## src/rtl/sprite_jump_mover.sv

```systemverilog
// Per-frame sprite motion engine: keyboard-driven horizontal motion with
// clamped X bounds, plus a GROUND/RISE/FALL jump FSM with gravity, a
// saturated fall speed and an edge-qualified jump re-arm.
//
// state  | meaning
// -------+-----------------------------------------------------------
// GROUND | resting on the floor, pos_y pinned to Y_GROUND, may jump
// RISE   | moving up, vel_y negative, gravity slowing the climb
// FALL   | moving down, vel_y >= 0, saturates at VMAX until landing
module sprite_jump_mover #(
    parameter int W        = 10,
    parameter int X_INIT   = 300,
    parameter int Y_GROUND = 368,
    parameter int X_MIN    = 2,
    parameter int X_MAX    = 637,
    parameter int Y_MIN    = 2,
    parameter int X_STEP   = 3,
    parameter int JUMP_V   = 8,
    parameter int GRAVITY  = 1,
    parameter int VMAX     = 8
) (
    input  logic         frame_clk,
    input  logic         Reset,
    input  logic [15:0]  keycode,
    output logic [W-1:0] pos_x,
    output logic [W-1:0] pos_y,
    output logic [W-1:0] vel_x,
    output logic [W-1:0] vel_y,
    output logic [1:0]   state,
    output logic         on_ground
);

    typedef enum logic [1:0] {
        ST_GROUND = 2'd0,
        ST_RISE   = 2'd1,
        ST_FALL   = 2'd2
    } state_t;

    // Two guard bits so that position + velocity can neither wrap nor lose sign.
    localparam int SW = W + 2;

    localparam logic signed [SW-1:0] X_MIN_S    = SW'(X_MIN);
    localparam logic signed [SW-1:0] X_MAX_S    = SW'(X_MAX);
    localparam logic signed [SW-1:0] Y_MIN_S    = SW'(Y_MIN);
    localparam logic signed [SW-1:0] Y_GROUND_S = SW'(Y_GROUND);
    localparam logic signed [SW-1:0] GRAVITY_S  = SW'(GRAVITY);
    localparam logic signed [SW-1:0] VMAX_S     = SW'(VMAX);

    localparam logic [W-1:0] X_INIT_W   = W'(X_INIT);
    localparam logic [W-1:0] X_MIN_W    = W'(X_MIN);
    localparam logic [W-1:0] X_MAX_W    = W'(X_MAX);
    localparam logic [W-1:0] Y_MIN_W    = W'(Y_MIN);
    localparam logic [W-1:0] Y_GROUND_W = W'(Y_GROUND);
    localparam logic [W-1:0] VMAX_W     = W'(VMAX);
    localparam logic [W-1:0] STEP_POS_W = W'(X_STEP);
    localparam logic [W-1:0] STEP_NEG_W = W'(-X_STEP);
    localparam logic [W-1:0] JUMP_NEG_W = W'(-JUMP_V);

    state_t       state_q, state_d;
    logic [W-1:0] pos_x_q, pos_x_d;
    logic [W-1:0] pos_y_q, pos_y_d;
    logic [W-1:0] vel_x_q, vel_x_d;
    logic [W-1:0] vel_y_q, vel_y_d;
    logic         jump_armed_q, jump_armed_d;
    logic         on_ground_q, on_ground_d;

    logic key_jump, key_left, key_right;
    logic signed [SW-1:0] x_sum;
    logic signed [SW-1:0] y_sum;
    logic signed [SW-1:0] vy_inc;
    logic unused_keys;

    assign key_jump    = keycode[0];
    assign key_left    = keycode[2];
    assign key_right   = keycode[3];
    assign unused_keys = ^{keycode[15:4], keycode[1]};

    // Horizontal velocity from the keys and clamped X update; independent of jump state.
    always_comb begin
        vel_x_d = '0;
        if (key_left && !key_right) begin
            vel_x_d = STEP_NEG_W;
        end else if (key_right && !key_left) begin
            vel_x_d = STEP_POS_W;
        end
        x_sum = $signed({2'b00, pos_x_q}) + $signed({{2{vel_x_d[W-1]}}, vel_x_d});
        if (x_sum < X_MIN_S) begin
            pos_x_d = X_MIN_W;
        end else if (x_sum > X_MAX_S) begin
            pos_x_d = X_MAX_W;
        end else begin
            pos_x_d = x_sum[W-1:0];
        end
    end

    // Jump FSM next state, vertical position/velocity and re-arm logic.
    always_comb begin
        state_d      = state_q;
        pos_y_d      = pos_y_q;
        vel_y_d      = vel_y_q;
        jump_armed_d = jump_armed_q | ~key_jump;
        y_sum        = $signed({2'b00, pos_y_q}) + $signed({{2{vel_y_q[W-1]}}, vel_y_q});
        vy_inc       = $signed({{2{vel_y_q[W-1]}}, vel_y_q}) + GRAVITY_S;

        case (state_q)
            ST_GROUND: begin
                if (key_jump && jump_armed_q) begin
                    state_d      = ST_RISE;
                    vel_y_d      = JUMP_NEG_W;
                    jump_armed_d = 1'b0;
                end else begin
                    vel_y_d = '0;
                    pos_y_d = Y_GROUND_W;
                end
            end
            ST_RISE: begin
                if (y_sum < Y_MIN_S) begin
                    // Ceiling hit: stop dead and start falling.
                    pos_y_d = Y_MIN_W;
                    vel_y_d = '0;
                    state_d = ST_FALL;
                end else begin
                    pos_y_d = y_sum[W-1:0];
                    vel_y_d = vy_inc[W-1:0];
                    if (!vy_inc[SW-1]) begin
                        state_d = ST_FALL;
                    end
                end
            end
            ST_FALL: begin
                if (y_sum >= Y_GROUND_S) begin
                    pos_y_d = Y_GROUND_W;
                    vel_y_d = '0;
                    state_d = ST_GROUND;
                end else begin
                    pos_y_d = y_sum[W-1:0];
                    vel_y_d = (vy_inc > VMAX_S) ? VMAX_W : vy_inc[W-1:0];
                end
            end
            default: begin
                pos_y_d = Y_GROUND_W;
                vel_y_d = '0;
                state_d = ST_GROUND;
            end
        endcase

        on_ground_d = (state_d == ST_GROUND);
    end

    // State registers with synchronous reset that wins over any motion, even mid-air.
    always_ff @(posedge frame_clk) begin
        if (Reset) begin
            state_q      <= ST_GROUND;
            pos_x_q      <= X_INIT_W;
            pos_y_q      <= Y_GROUND_W;
            vel_x_q      <= '0;
            vel_y_q      <= '0;
            jump_armed_q <= 1'b1;
            on_ground_q  <= 1'b1;
        end else begin
            state_q      <= state_d;
            pos_x_q      <= pos_x_d;
            pos_y_q      <= pos_y_d;
            vel_x_q      <= vel_x_d;
            vel_y_q      <= vel_y_d;
            jump_armed_q <= jump_armed_d;
            on_ground_q  <= on_ground_d;
        end
    end

    assign pos_x     = pos_x_q;
    assign pos_y     = pos_y_q;
    assign vel_x     = vel_x_q;
    assign vel_y     = vel_y_q;
    assign state     = state_q;
    assign on_ground = on_ground_q;

endmodule
```

## config.mk

```make
export PLATFORM = sky130hd
export DESIGN_NAME = sprite_jump_mover
export DESIGN_NICKNAME = d
export VERILOG_FILES = /design/src/rtl/sprite_jump_mover.sv
export SDC_FILE = /design/constraint.sdc
export NUM_CORES = 1
export LEC_CHECK = 0
export CAP_MARGIN = 15
export CORE_MARGIN = 2
export CORE_UTILIZATION = 53
export DETAILED_ROUTE_END_ITERATION = 8
export GPL_TIMING_DRIVEN = 0
export PLACE_DENSITY = 0.82
export SLEW_MARGIN = 40
export SYNTH_ARGS = -nofsm -noshare
export SYNTH_HDL_FRONTEND = slang
export SYNTH_SLANG_ARGS = --single-unit
```

## constraint.sdc

```tcl
create_clock -name frame_clk -period 4.3 [get_ports frame_clk]
set_input_delay 0.86 -clock frame_clk [delete_from_list [all_inputs] [get_ports frame_clk]]
set_output_delay 0.86 -clock frame_clk [all_outputs]
set_load 0.02 [all_outputs]
```

---- Word-level counts from Yosys, hierarchy flattened ----
Cells that the tools add are included.
word-level totals
  register bits ........................... 44
  input port bits ......................... 18
  logic and storage cells ................. 51
operators by class
  add/subtract/negate cells ............... 3
  $lt $le $gt $ge ......................... 5
  equality and inequality tests ........... 3
  muxes and demuxes ....................... 20
  bitwise gates (word level) .............. 2
  reductions and logical operators ........ 9
operators by type and width
  operator                                                      count
  two-way mux 10 bit                                            9
  case mux 10 bit (3 select lines)                              2
  adder 11 x 10 -> 12 bit                                       2
  less-than comparator 12 x 3 -> 1 bit (second input constant)  2
  >= comparator 12 x 10 -> 1 bit (second input constant)        1
  > comparator 12 x 11 -> 1 bit (second input constant)         1
  adder 10 x 2 -> 11 bit (second input constant)                1
  > comparator 11 x 5 -> 1 bit (second input constant)          1
  two-way mux 2 bit                                             5
  two-way mux 9 bit                                             1
  case mux 2 bit (3 select lines)                               1
  logical NOT 2 bit                                             2
  logical AND 1 bit                                             3
  OR reduction 3 bit                                            1
  equality test 2 x 1 -> 1 bit (second input constant)          1
  equality test 2 bit (second input constant)                   1
  logical NOT 1 bit                                             2
  two-way mux 1 bit                                             2
  != test 2 bit (second input constant)                         1
  OR reduction 2 bit                                            1
  NOT 1 bit                                                     1
  OR 1 bit                                                      1

---- Depth between registers and ports, before layout ----
Gate-level depths: netlist of the first run.
  depth after elaboration ................. 8
  depth in mapped cells ................... 14
  gate-level depth less buffers ........... 14

---- Worst setup path after synthesis of the first run ----
Ideal clock, no wire load.
  path type ............................... input to register
  start ................................... in keycode[2]
  end ..................................... reg pos_x_q[3], in the netlist pos_x[3]
  library setup time ...................... 0.120 ns
  data arrival time ....................... 3.613 ns
  required time ........................... 4.180 ns
  setup slack ............................. 0.567 ns
  stages .................................. 14
  cell sequence ........................... inv_1 > ha_1 > inv_1 > ha_1 > inv_1 > fa_1 > nor2b_1 > o221ai_1 > nor4b_1 > a2111oi_0 > nor4_1 > o21ai_0 > o311ai_1 > o31a_1
on the way
  cells in the longest elaborated chain, start to end .. 8
  elaborated cells on any way between the ends .. 10
  classes of those cells .................. add/sub (1); order compare (2); mux (4); reduce/logical (3)
ends and longest elaborated chain
  item                           RTL line  RTL
  start, declared                24        input logic [15:0] keycode,
  logical NOT 1 bit              83        end else if (key_right && !key_left) begin
  logical AND 1 bit              83
  two-way mux 2 bit              83
  two-way mux 10 bit (*)         81        if (key_left && !key_right) begin
  via vel_x_d[0]                 62        logic [W-1:0] vel_x_q, vel_x_d;
  adder 11 x 10 -> 12 bit (*)    86        x_sum = $signed({2'b00, pos_x_q}) + $signed({{2{vel_x_d[W-1]}}, vel_x_d});
  > comparator 12 x 11 -> 1 bit  89        end else if (x_sum > X_MAX_S) begin
  two-way mux 10 bit             89
  two-way mux 9 bit (*)          87        if (x_sum < X_MIN_S) begin
  end signal, assigned           162       pos_x_q <= pos_x_d;
  end, declared                  60        logic [W-1:0] pos_x_q, pos_x_d;
Mark *: on every way through the listed nets, which the timed path passes. The rest lies on a longest branch.
A chain may end at the register's enable or synchronous reset.

---- Worst setup path in the final report of the first run ----
  start ................................... in keycode[2]
  end ..................................... reg pos_x_q[4], in the netlist pos_x[4]
on the way
  cells in the longest elaborated chain, start to end .. 7
  elaborated cells on any way between the ends .. 10
  classes of those cells .................. add/sub (1); order compare (2); mux (3); reduce/logical (4)
ends and longest elaborated chain
  item                                                                                   RTL line
  logical NOT 1 bit                                                                      83
  logical AND 1 bit                                                                      83
  two-way mux 2 bit                                                                      83
  two-way mux 10 bit (*)                                                                 81
  via vel_x_d[0]                                                                         62
  adder 11 x 10 -> 12 bit (*)                                                            86
  > comparator 12 x 11 -> 1 bit or less-than comparator 12 x 3 -> 1 bit (tied branches)  89, 87
  two-way mux 10 bit or OR reduction 2 bit (tied branches)                               n/a
Marks and branches as above.

==> results by group, run 1 <==
Setup path
  – Arrival time worst endpoint: 4.37 ns
  – Critical path type: in2reg
  – Critical path, cell by cell: clkdlybuf4s50_1 -> inv_1 -> ha_1 -> inv_1 -> ha_1 -> inv_1 -> fa_1 -> nor2b_1 -> o221ai_1 -> nor4b_1 -> a2111oi_2 -> buf_4 -> nand4_1 -> o21ai_1 -> a21o_1 -> o21ba_2
  – Max incr delay on CP: 0.50 ns
  – Critical Path RT: 4.49 ns
  – Setup crit start kind: input pin
  – CP max stage cell: clkdlybuf4s50_1
  – Most common cell type on the critical path: inv_1
  – CP max FO: 5
  – Setup crit end kind: register

Synth
  – Seq/Total Area, Yosys: 24.1%
  – Share of the synthesized area in the top cell type: 24.1%
  – Async S/R FF share, synth: 0%
  – Syn Area/Cell: 8.14 um2
  – Area leader, netlist: dfxtp_1
  – Synthesized area: 3070 um2
  – Main synth FF type: dfxtp_1
  – Largest cells by area after synthesis: dfxtp_1, ha_1, a21oi_1
  – Mapped Nets: 426
  – Synth cell types: 69
  – Post-synth EDFFs: 0
  – Register bit total from synthesis: 37
  – Syn Inst Count: 377
  – Yosys warns: 0

Layout
  – Register area: 741 um2
  – Commonest cells after routing, fill and taps aside: clkdlybuf4s50_1, dfxtp_1, nor2_1
  – Filler cells: 474
  – Most common cell after layout, fill and taps aside: clkdlybuf4s50_1
  – Synth-to-Final Area Change: 23.2%
  – Final instance area: 3780 um2
  – Multi-input gate area: 2180 um2
  – Core Util, Final: 68.2%
  – Final nets: 480
  – Share of post-route cells with drive strength above 1: 9.95%
  – Antenna cells: 0

Power and ir drop
  – Power per cell area: 592 nW/um2
  – Leakage Power: 1.50 nW
  – Worst vdd ir: 388 uV
  – PnR Total Power: 2.24 mW

Global route
  – Vias in the first global route: 2918
  – Largest net degree at the start of global routing: 14
  – Total congestion overflow: 0
  – Tot GR Track Use: 26.7%
  – Initial antenna violation count: 0
  – First-pass GRT wire length: 13700 um

Floorplan
  – Core ar.: 5540 um2
  – Row cnt: 27
  – Die height: 80.1 um
  – Initial core utilization: 55.4%
  – Die width: 80.1 um
  – Total die area: 6410 um2
  – IO Pins: 61

Status
  – Status: complete, no violations

Timing
  – Post-layout min period: 4.18 ns
  – Final setup vio count: 0
  – FMAX: 239 MHz
  – Worst Tran Pin Value: 0.675 ns
  – Layout Skew: 0.00617 ns
  – Max_slew headroom: 54.4%
  – RSZ-0062 raised after global routing: true
  – Fin worst setup slack: 0.118 ns
  – Final Hold Viols: 0
  – Final Cycle Share: 97.3%
  – Final slew viol count: 0

Clock network
  – Clk_lat worst skew: 0.29 ns
  – CTS tree: built
  – Root Buffer: clkbuf_8
  – CTS Hold Bufs: 0
  – Max clock buf depth: 2
  – CTS Buf Count: 5
  – Clock Sinks: 37
  – CTS HTree Levels: 2
  – Clock-pin slew on the worst setup and hold paths: 0.08 ns

Place
  – Final HPWL DP: 6260 um
  – DP Area: 3620 um2
  – PortBufs: 46
  – GP Congestion: 0.913
  – Pre-CTS WS: -0.511 ns

Route
  – DRC violation count after routing: 0
  – Via Count: 3106
  – Initial DRC count: 218
  – Vias/cell: 6.16
  – Final antenna-violating net count: 0
  – Routed WL: 8220 um
  – Routed WL per cell: 16.3 um
  – DRT Pass-1 Iters: 5

Job
  – Number of max-cap violations: 0

Worst hold path
  – Hold Path Class: reg2reg
-- cells by family after synthesis --
kind of cell,share of synthesized area [%]
compound gates,28.6
xor+xnor,5.42
fa+ha+maj,13.1
buf+inv,6.16
flops,24.1
simple gates,22.6
-- synth_stat cells, types with 3 or more instances --
cell type	number
nor3_1	7
nor2_1	30
dfxtp_1	37
and3_1	6
o22ai_1	7
a211oi_1	8
xor2_1	9
a211o_1	4
nand3_1	8
buf_4	7
and4_1	3
a211oi_2	3
or3_1	5
clkbuf_1	6
a32o_1	3
o31a_1	4
a22oi_1	3
a21oi_1	27
nor4_1	3
nand2b_1	7
xnor2_1	10
nand3b_1	5
o31ai_1	5
or2_2	5
o211ai_1	4
nor2b_1	5
inv_1	25
nand2_1	29
ha_1	29
o21ai_0	20
-- report_power, final --
group | switching, mW | total [mW] | internal [mW]
Clock | 0.136 | 0.310 | 0.174
Combinational | 0.810 | 1.40 | 0.594
Sequential | 0.0939 | 0.523 | 0.429
-- state kept, by name, summed over array words and instances, names as in the netlist --
signal / count
pos_x: 10
vel_x: 3
jump_armed_q: 1
vel_y: 10
state: 2
pos_y: 10
on_ground: 1
-- through the flow --
stage               hold WS (ns)  TNS (ns)  instances
floorplan                  0.480         0        377
global placement           0.487     -3.13        495
detailed placement         0.488     -4.11        495
CTS                        0.499         0        503
global route               0.547    -0.422        504
finish                     0.502         0        504
-- layer usage --
metal  global-route usage [%]  up-vias  routed length, um
li1                         -     1516                  -
met1                     38.9     1477               3890
met2                     41.3      104               3780
met3                     4.16        9                480
met4                     6.27        0                 77
met5                        0        -                  0
-- critical path: cells and delay by family --
family | cells | cell delay (ns)
compound gates | 5 | 1.29
buf+inv | 5 | 0.87
fa+ha+maj | 3 | 0.87
simple gates | 3 | 0.49
-- path summary, 6_finish.rpt --
| kind | start | to | cells past startpoint | slack (ns) |
|---|---|---|---|---|
| setup / recovery | keycode[2] | pos_x[4] | 16 | 0.12 |
| hold / removal | pos_y[3] | pos_y[3] | 2 | 0.50 |
| setup reg to reg | vel_y[0] | pos_y[0] | 11 | 0.72 |
| hold reg to reg | pos_y[3] | pos_y[3] | 2 | 0.50 |
-- timing repair --
action	4_1_cts	5_1_grt
endpoints found under the setup margin	9	10
hold endpoints to repair	0	0
pin swaps	0	2
gates cloned	0	0
gates resized for setup	2	7
setup buffers	0	1
-- final cells by class --
type | instances | area share, %
multi-input combinational | 299 | 57.6
sequential | 37 | 19.6
timing repair buffer | 47 | 12.4
buffer | 16 | 2.51
inverter | 25 | 2.48
tap | 72 | 2.38
clock buffer | 5 | 1.82
clock inverter | 3 | 1.22
No activity file was read; power rests on OpenSTA's default activity.
==> run 2: changes to the inputs <==
CORE_ASPECT_RATIO = 1.75   (was default)
CTS_CLUSTER_SIZE = 30   (was default)
SKIP_LAST_GASP = 1   (was default)
==> run 2 against run 1 <==
  * Routed wire length is 7.6% higher
  * Flip-flop and latch count stayed put
  * Sequential share of layout area is 0.16 points higher
  * Utilization is 1.1 points lower
  * Hold slack worse by 0.019 ns
  * Via count is 1.3% higher
  * Non-clock buffer count is 1 higher
  * Final cell count is 0.99% higher
  * First-iteration DRC count is 14% lower
  * Setup slack worse by 0.013 ns
  * Count of clock-buffer cells in the layout is 1 higher
  * Combinational power hardly changed
  * Critical path type unchanged
==> results by group, run 2 (synthesis gave the netlist of run 1 again) <==
Status
  – Status: complete, no violations (unchanged)

Setup path
  – Max incr delay on CP: 0.48 ns (was 0.50 ns)
  – CP max FO: 6 (was 5)
  – Critical Path RT: 4.48 ns (was 4.49 ns)
  – CP Buf/Inv Count: 5 (unchanged)
  – Setup crit start kind: input pin (unchanged)
  – Critical path's top delay family: compound AO/OA/AOI/OAI gates (unchanged)
  – Critical path, cell by cell: clkdlybuf4s50_1 -> inv_1 -> ha_1 -> inv_1 -> ha_1 -> inv_1 -> fa_1 -> nor2b_1 -> o221ai_1 -> nor4b_1 -> a2111oi_2 -> buf_4 -> nor4_1 -> o21ai_1 -> o311ai_2 -> o31a_1 (was clkdlybuf4s50_1 -> inv_1 -> ha_1 -> inv_1 -> ha_1 -> inv_1 -> fa_1 -> nor2b_1 -> o221ai_1 -> nor4b_1 -> a2111oi_2 -> buf_4 -> nand4_1 -> o21ai_1 -> a21o_1 -> o21ba_2)
  – Most common cell type on the critical path: inv_1 (unchanged)
  – CP max stage cell: clkdlybuf4s50_1 (unchanged)
  – Setup crit end kind: register (unchanged)
  – Arrival time worst endpoint: 4.37 ns (about the same)
  – Critical path type: in2reg (unchanged)

Timing
  – Final Hold Viols: 0 (unchanged)
  – Final setup vio count: 0 (unchanged)
  – FMAX: 238 MHz (was 239 MHz)
  – Layout Skew: 0.00552 ns (was 0.00617 ns)
  – Fin worst setup slack: 0.105 ns (was 0.118 ns)
  – RSZ-0062 raised after global routing: true (unchanged)
  – Final Cycle Share: 97.6% (was 97.3%)
  – Final slew viol count: 0 (unchanged)
  – Post-layout min period: 4.20 ns (was 4.18 ns)
  – Max_slew headroom: 56.1% (was 54.4%)
  – Worst Tran Pin Value: 0.653 ns (was 0.675 ns)

Route
  – DRT Pass-1 Iters: 4 (was 5)
  – Routed WL per cell: 17.4 um (was 16.3 um)
  – Vias/cell: 6.18 (was 6.16)
  – Via Count: 3145 (was 3106)
  – DRC violation count after routing: 0 (unchanged)
  – Final antenna-violating net count: 0 (unchanged)
  – Routed WL: 8840 um (was 8220 um)
  – Initial DRC count: 187 (was 218)

Clock network
  – Clock-pin slew on the worst setup and hold paths: 0.07 ns (was 0.08 ns)
  – Clk_lat worst skew: 0.29 ns (about the same)
  – Clock Sinks: 37 (unchanged)
  – CTS tree: built (unchanged)
  – CTS Hold Bufs: 0 (unchanged)
  – Max clock buf depth: 2 (unchanged)
  – CTS HTree Levels: 2 (unchanged)
  – Root Buffer: clkbuf_8 (unchanged)
  – CTS Buf Count: 5 (unchanged)

Layout
  – Share of post-route cells with drive strength above 1: 9.47% (was 9.95%)
  – Most common cell after layout, fill and taps aside: clkdlybuf4s50_1 (unchanged)
  – Synth-to-Final Area Change: 22.3% (was 23.2%)
  – Antenna cells: 0 (unchanged)
  – Filler cells: 504 (was 474)
  – Final instance area: 3750 um2 (was 3780 um2)
  – Commonest cells after routing, fill and taps aside: clkdlybuf4s50_1, dfxtp_1, nor2_1 (unchanged)
  – Final nets: 481 (was 480)
  – Post-route insts no fill: 509 (was 504)
  – Core Util, Final: 67.2% (was 68.2%)

Global route
  – Vias in the first global route: 3121 (was 2918)
  – Initial antenna violation count: 0 (unchanged)
  – Total congestion overflow: 0 (unchanged)
  – Largest net degree at the start of global routing: 14 (unchanged)
  – First-pass GRT wire length: 14500 um (was 13700 um)
  – Tot GR Track Use: 29.5% (was 26.7%)

Power and ir drop
  – Power per cell area: 582 nW/um2 (was 592 nW/um2)
  – Worst vdd ir: 390 uV (was 388 uV)
  – Leakage Power: 1.50 nW (about the same)
  – PnR Total Power: 2.18 mW (was 2.24 mW)

Floorplan
  – Die width: 61.5 um (was 80.1 um)
  – Die height: 105 um (was 80.1 um)
  – Row cnt: 36 (was 27)
  – Initial core utilization: 54.9% (was 55.4%)
  – Total die area: 6440 um2 (was 6410 um2)
  – Core ar.: 5590 um2 (was 5540 um2)
  – IO Pins: 61 (unchanged)

Place
  – DP Area: 3630 um2 (was 3620 um2)
  – PortBufs: 46 (unchanged)
  – Post-placement cell count: 499 (was 495)
  – GP Congestion: 0.860 (was 0.913)
  – Final HPWL DP: 6900 um (was 6260 um)
  – Pre-CTS WS: -0.663 ns (was -0.511 ns)

Worst hold path
  – Hold Path Class: reg2reg (unchanged)

Job
  – Number of max-cap violations: 0 (unchanged)
run 2: final cells by class:
class | instances | area, um2 | share of cell area, %
clock buffer | 6 | 72.6 | 1.93
buffer | 16 | 95.1 | 2.54
multi-input combinational | 299 | 2170 | 57.8
inverter | 25 | 93.8 | 2.50
tap | 76 | 95.1 | 2.54
clock inverter | 2 | 10.0 | 0.267
sequential | 37 | 741 | 19.7
timing repair buffer | 48 | 475 | 12.7
run 2: metal layers:
metal | global-route usage [%] | wire (um)
met5 | 0 | 0
met4 | 19.0 | 526
met3 | 4.95 | 306
met2 | 53.6 | 5010
met1 | 27.8 | 3000
run 2: timing repair:
item,in CTS,in global routing
endpoints found under the hold margin,0,0
resized for setup,2,4
pin swaps,1,1
buffers inserted,2,0
setup endpoints to repair,10,10
run 2: report_power, final:
| group | switching, mW | internal (mW) | leakage [nW] | total (mW) |
|---|---|---|---|---|
| clock | 0.126 | 0.112 | 0.0450 | 0.239 |
| combinational | 0.825 | 0.601 | 1.15 | 1.43 |
| sequential | 0.0885 | 0.429 | 0.304 | 0.517 |
| total | 1.04 | 1.14 | 1.50 | 2.18 |
run 2: final timing paths:
kind	startpoint	end	slack, ns	cells past startpoint
worst max-delay path	keycode[2]	pos_x[5]	0.10	16
worst min-delay path	pos_y[3]	pos_y[3]	0.48	2
worst max register to register	vel_y[0]	pos_y[0]	0.68	11
worst min register to register	pos_y[3]	pos_y[3]	0.48	2
run 2: metrics by stage:
stage,setup TNS [ns],hold slack [ns]
finish,0,0.483
global route,-0.00618,0.502
CTS,0,0.485
detailed placement,-5.38,0.475
global placement,-5.95,0.474
floorplan,0,0.480
run 2: worst register-to-register path: stages (launching register included):
cell	delay (ns)
dfxtp_1	0.45
ha_1	0.24
inv_1	0.06
fa_1	0.41
nand2b_1	0.18
a21oi_1	0.44
o22ai_1	0.22
and4b_1	0.31
nand2_1	0.08
o41ai_1	0.52
nand3_1	0.28
a32o_1	0.33
==> run 3: changes to the inputs <==
clock period = 3.95 ns   (was 4.3 ns; I/O delays follow)
==> run 3 against run 2 <==
  * Design area up 1.7%
  * Power up 11%
  * Routed wire length up 1.8%
  * Utilization up 1.2 points
  * Hold slack better by 0.0055 ns
  * Critical path depth up 1
  * Count of clock-buffer cells in the layout unchanged
  * Via count down 0.38%
  * Clock power up 9.2%
  * Flip-flop and latch count unchanged
  * Critical endpoint is now pos_x[4]
  * Largest cell class unchanged
  * Largest power group unchanged
==> results by group, run 3 (synthesis gave the netlist of run 1 again) <==
Status
  – Status: complete, no violations (unchanged)

Clock network
  – CTS Hold Bufs: 0 (unchanged)
  – CTS HTree Levels: 2 (unchanged)
  – CTS Buf Count: 5 (unchanged)
  – Root Buffer: clkbuf_8 (unchanged)
  – Clock Sinks: 37 (unchanged)
  – Clk_lat worst skew: 0.29 ns (about the same)
  – CTS tree: built (unchanged)
  – Clock-pin slew on the worst setup and hold paths: 0.07 ns (about the same)
  – Max clock buf depth: 2 (unchanged)

Layout
  – Core Util, Final: 68.3% (was 67.2%)
  – Final instance area: 3820 um2 (was 3750 um2)
  – Filler cells: 489 (was 504)
  – Most common cell after layout, fill and taps aside: clkdlybuf4s50_1 (unchanged)
  – Share of post-route cells with drive strength above 1: 11.7% (was 9.47%)
  – Antenna cells: 0 (unchanged)
  – Commonest cells after routing, fill and taps aside: clkdlybuf4s50_1, dfxtp_1, nor2_1 (unchanged)
  – Synth-to-Final Area Change: 24.4% (was 22.3%)
  – Final nets: 484 (was 481)

Route
  – Routed WL per cell: 17.6 um (was 17.4 um)
  – Via Count: 3133 (was 3145)
  – Initial DRC count: 206 (was 187)
  – DRC violation count after routing: 0 (unchanged)
  – Vias/cell: 6.12 (was 6.18)
  – DRT Pass-1 Iters: 4 (unchanged)
  – Final antenna-violating net count: 0 (unchanged)
  – Routed WL: 9000 um (was 8840 um)

Setup path
  – Critical path, cell by cell: clkdlybuf4s50_1 -> inv_1 -> ha_1 -> inv_1 -> ha_1 -> inv_1 -> fa_2 -> nor2b_2 -> o221ai_2 -> nor4b_1 -> a2111oi_2 -> buf_4 -> buf_4 -> nand4_1 -> o21ai_2 -> a21o_1 -> o21ba_2 (was clkdlybuf4s50_1 -> inv_1 -> ha_1 -> inv_1 -> ha_1 -> inv_1 -> fa_1 -> nor2b_1 -> o221ai_1 -> nor4b_1 -> a2111oi_2 -> buf_4 -> nor4_1 -> o21ai_1 -> o311ai_2 -> o31a_1)
  – Setup crit end kind: register (unchanged)
  – Critical path type: in2reg (unchanged)
  – CP max stage cell: clkdlybuf4s50_1 (unchanged)
  – Most common cell type on the critical path: inv_1 (unchanged)
  – Max incr delay on CP: 0.48 ns (about the same)
  – Setup crit start kind: input pin (unchanged)
  – Critical Path RT: 4.14 ns (was 4.48 ns)
  – CP max FO: 5 (was 6)
  – Arrival time worst endpoint: 4.08 ns (was 4.37 ns)

Job
  – Number of max-cap violations: 0 (unchanged)

Power and ir drop
  – PnR Total Power: 2.43 mW (was 2.18 mW)
  – Worst vdd ir: 443 uV (was 390 uV)
  – Leakage Power: 1.52 nW (was 1.50 nW)
  – Power per cell area: 636 nW/um2 (was 582 nW/um2)

Timing
  – Layout Skew: 0.00546 ns (was 0.00552 ns)
  – Post-layout min period: 3.89 ns
  – Final slew viol count: 0 (unchanged)
  – Max_slew headroom: 56.2% (was 56.1%)
  – RSZ-0062 raised after global routing: true (unchanged)
  – Final Cycle Share: 98.5%
  – TNS Setup: 0 ns (unchanged)
  – Worst Tran Pin Value: 0.653 ns (about the same)
  – Final Hold Viols: 0 (unchanged)
  – FMAX: 257 MHz
  – Final setup vio count: 0 (unchanged)

Global route
  – Total congestion overflow: 0 (unchanged)
  – Initial antenna violation count: 0 (unchanged)
  – Vias in the first global route: 3126 (was 3121)
  – Largest net degree at the start of global routing: 14 (unchanged)
  – Tot GR Track Use: 29.7% (was 29.5%)
  – First-pass GRT wire length: 14600 um (was 14500 um)

Worst hold path
  – Hold Path Class: reg2reg (unchanged)

Place
  – DP Area: 3630 um2 (unchanged)
  – GP Congestion: 0.860 (unchanged)
  – PortBufs: 46 (unchanged)
  – Final HPWL DP: 6900 um (unchanged)

Floorplan
  – Row cnt: 36 (unchanged)
  – IO Pins: 61 (unchanged)
  – Initial core utilization: 54.9% (unchanged)
  – Total die area: 6440 um2 (unchanged)
  – Die width: 61.5 um (unchanged)
  – Die height: 105 um (unchanged)
  – Core ar.: 5590 um2 (unchanged)
==> run 3: cell types whose count changed in the layout (fill, tap and decap cells not counted), sizes merged <==
| cell | before | now |
|---|---|---|
| buf | 12 | 15 |
==> run 3: per-layer routing <==
metal / track usage (%) / part of all wire (%) / vias to the layer above / wire [um]
met2: 54.4 / 57 / 89 / 5170
met5: 0 / 0 / - / 0
li1: - / - / 1528 / -
met1: 28.3 / 35 / 1480 / 3180
met3: 4.83 / 2.7 / 36 / 242
met4: 17.6 / 4.6 / 0 / 412
==> run 3: what timing repair did <==
| action | 4_1_cts | 5_1_grt |
|---|---|---|
| pin swaps | 4 | 2 |
| endpoints found under the setup margin | 10 | 13 |
| gates resized for setup | 9 | 6 |
| setup buffers | 4 | 1 |
==> run 3: final timing paths <==
check | startpoint | end | slack [ns] | cells after the start
worst max-delay path | keycode[2] | pos_x[4] | 0.06 | 17
worst min-delay path | pos_y[3] | pos_y[3] | 0.49 | 2
worst max register to register | vel_y[0] | pos_y[0] | 0.50 | 11
worst min register to register | pos_y[3] | pos_y[3] | 0.49 | 2
==> run 3: cell type report <==
| cell class | count | area (um2) | area share (%) |
|---|---|---|---|
| inverter | 25 | 93.8 | 2.46 |
| clock buffer | 6 | 72.6 | 1.90 |
| sequential | 37 | 741 | 19.4 |
| buffer | 16 | 95.1 | 2.49 |
| multi-input combinational | 299 | 2210 | 57.9 |
| clock inverter | 2 | 10.0 | 0.262 |
| tap | 76 | 95.1 | 2.49 |
| timing repair buffer | 51 | 498 | 13.0 |
==> run 3: where the power goes <==
part / total, mW / switching [mW] / internal (mW) / leakage, nW
Sequential: 0.564 / 0.0969 / 0.467 / 0.304
Clock: 0.261 / 0.138 / 0.122 / 0.0450
Combinational: 1.60 / 0.922 / 0.682 / 1.17
==> run 3: metrics by stage <==
| stage | worst slack (ns) | hold WS, ns | cells |
|---|---|---|---|
| finish | 0.0608 | 0.489 | 512 |
| detailed placement | -0.943 | 0.475 | 499 |
| floorplan | 0.287 | 0.480 | 377 |
| global route | -0.0505 | 0.502 | 512 |
| CTS | 0.0196 | 0.485 | 511 |
| global placement | -0.998 | 0.474 | 499 |
==> run 3: worst max-delay path: cells and delay by family <==
kind / cells / cell delay, ns
buffers and inverters: 6 / 0.97
AND/OR/NAND/NOR: 3 / 0.48
AO/OA/AOI/OAI: 5 / 1.00
adder cells (fa/ha/maj): 3 / 0.84
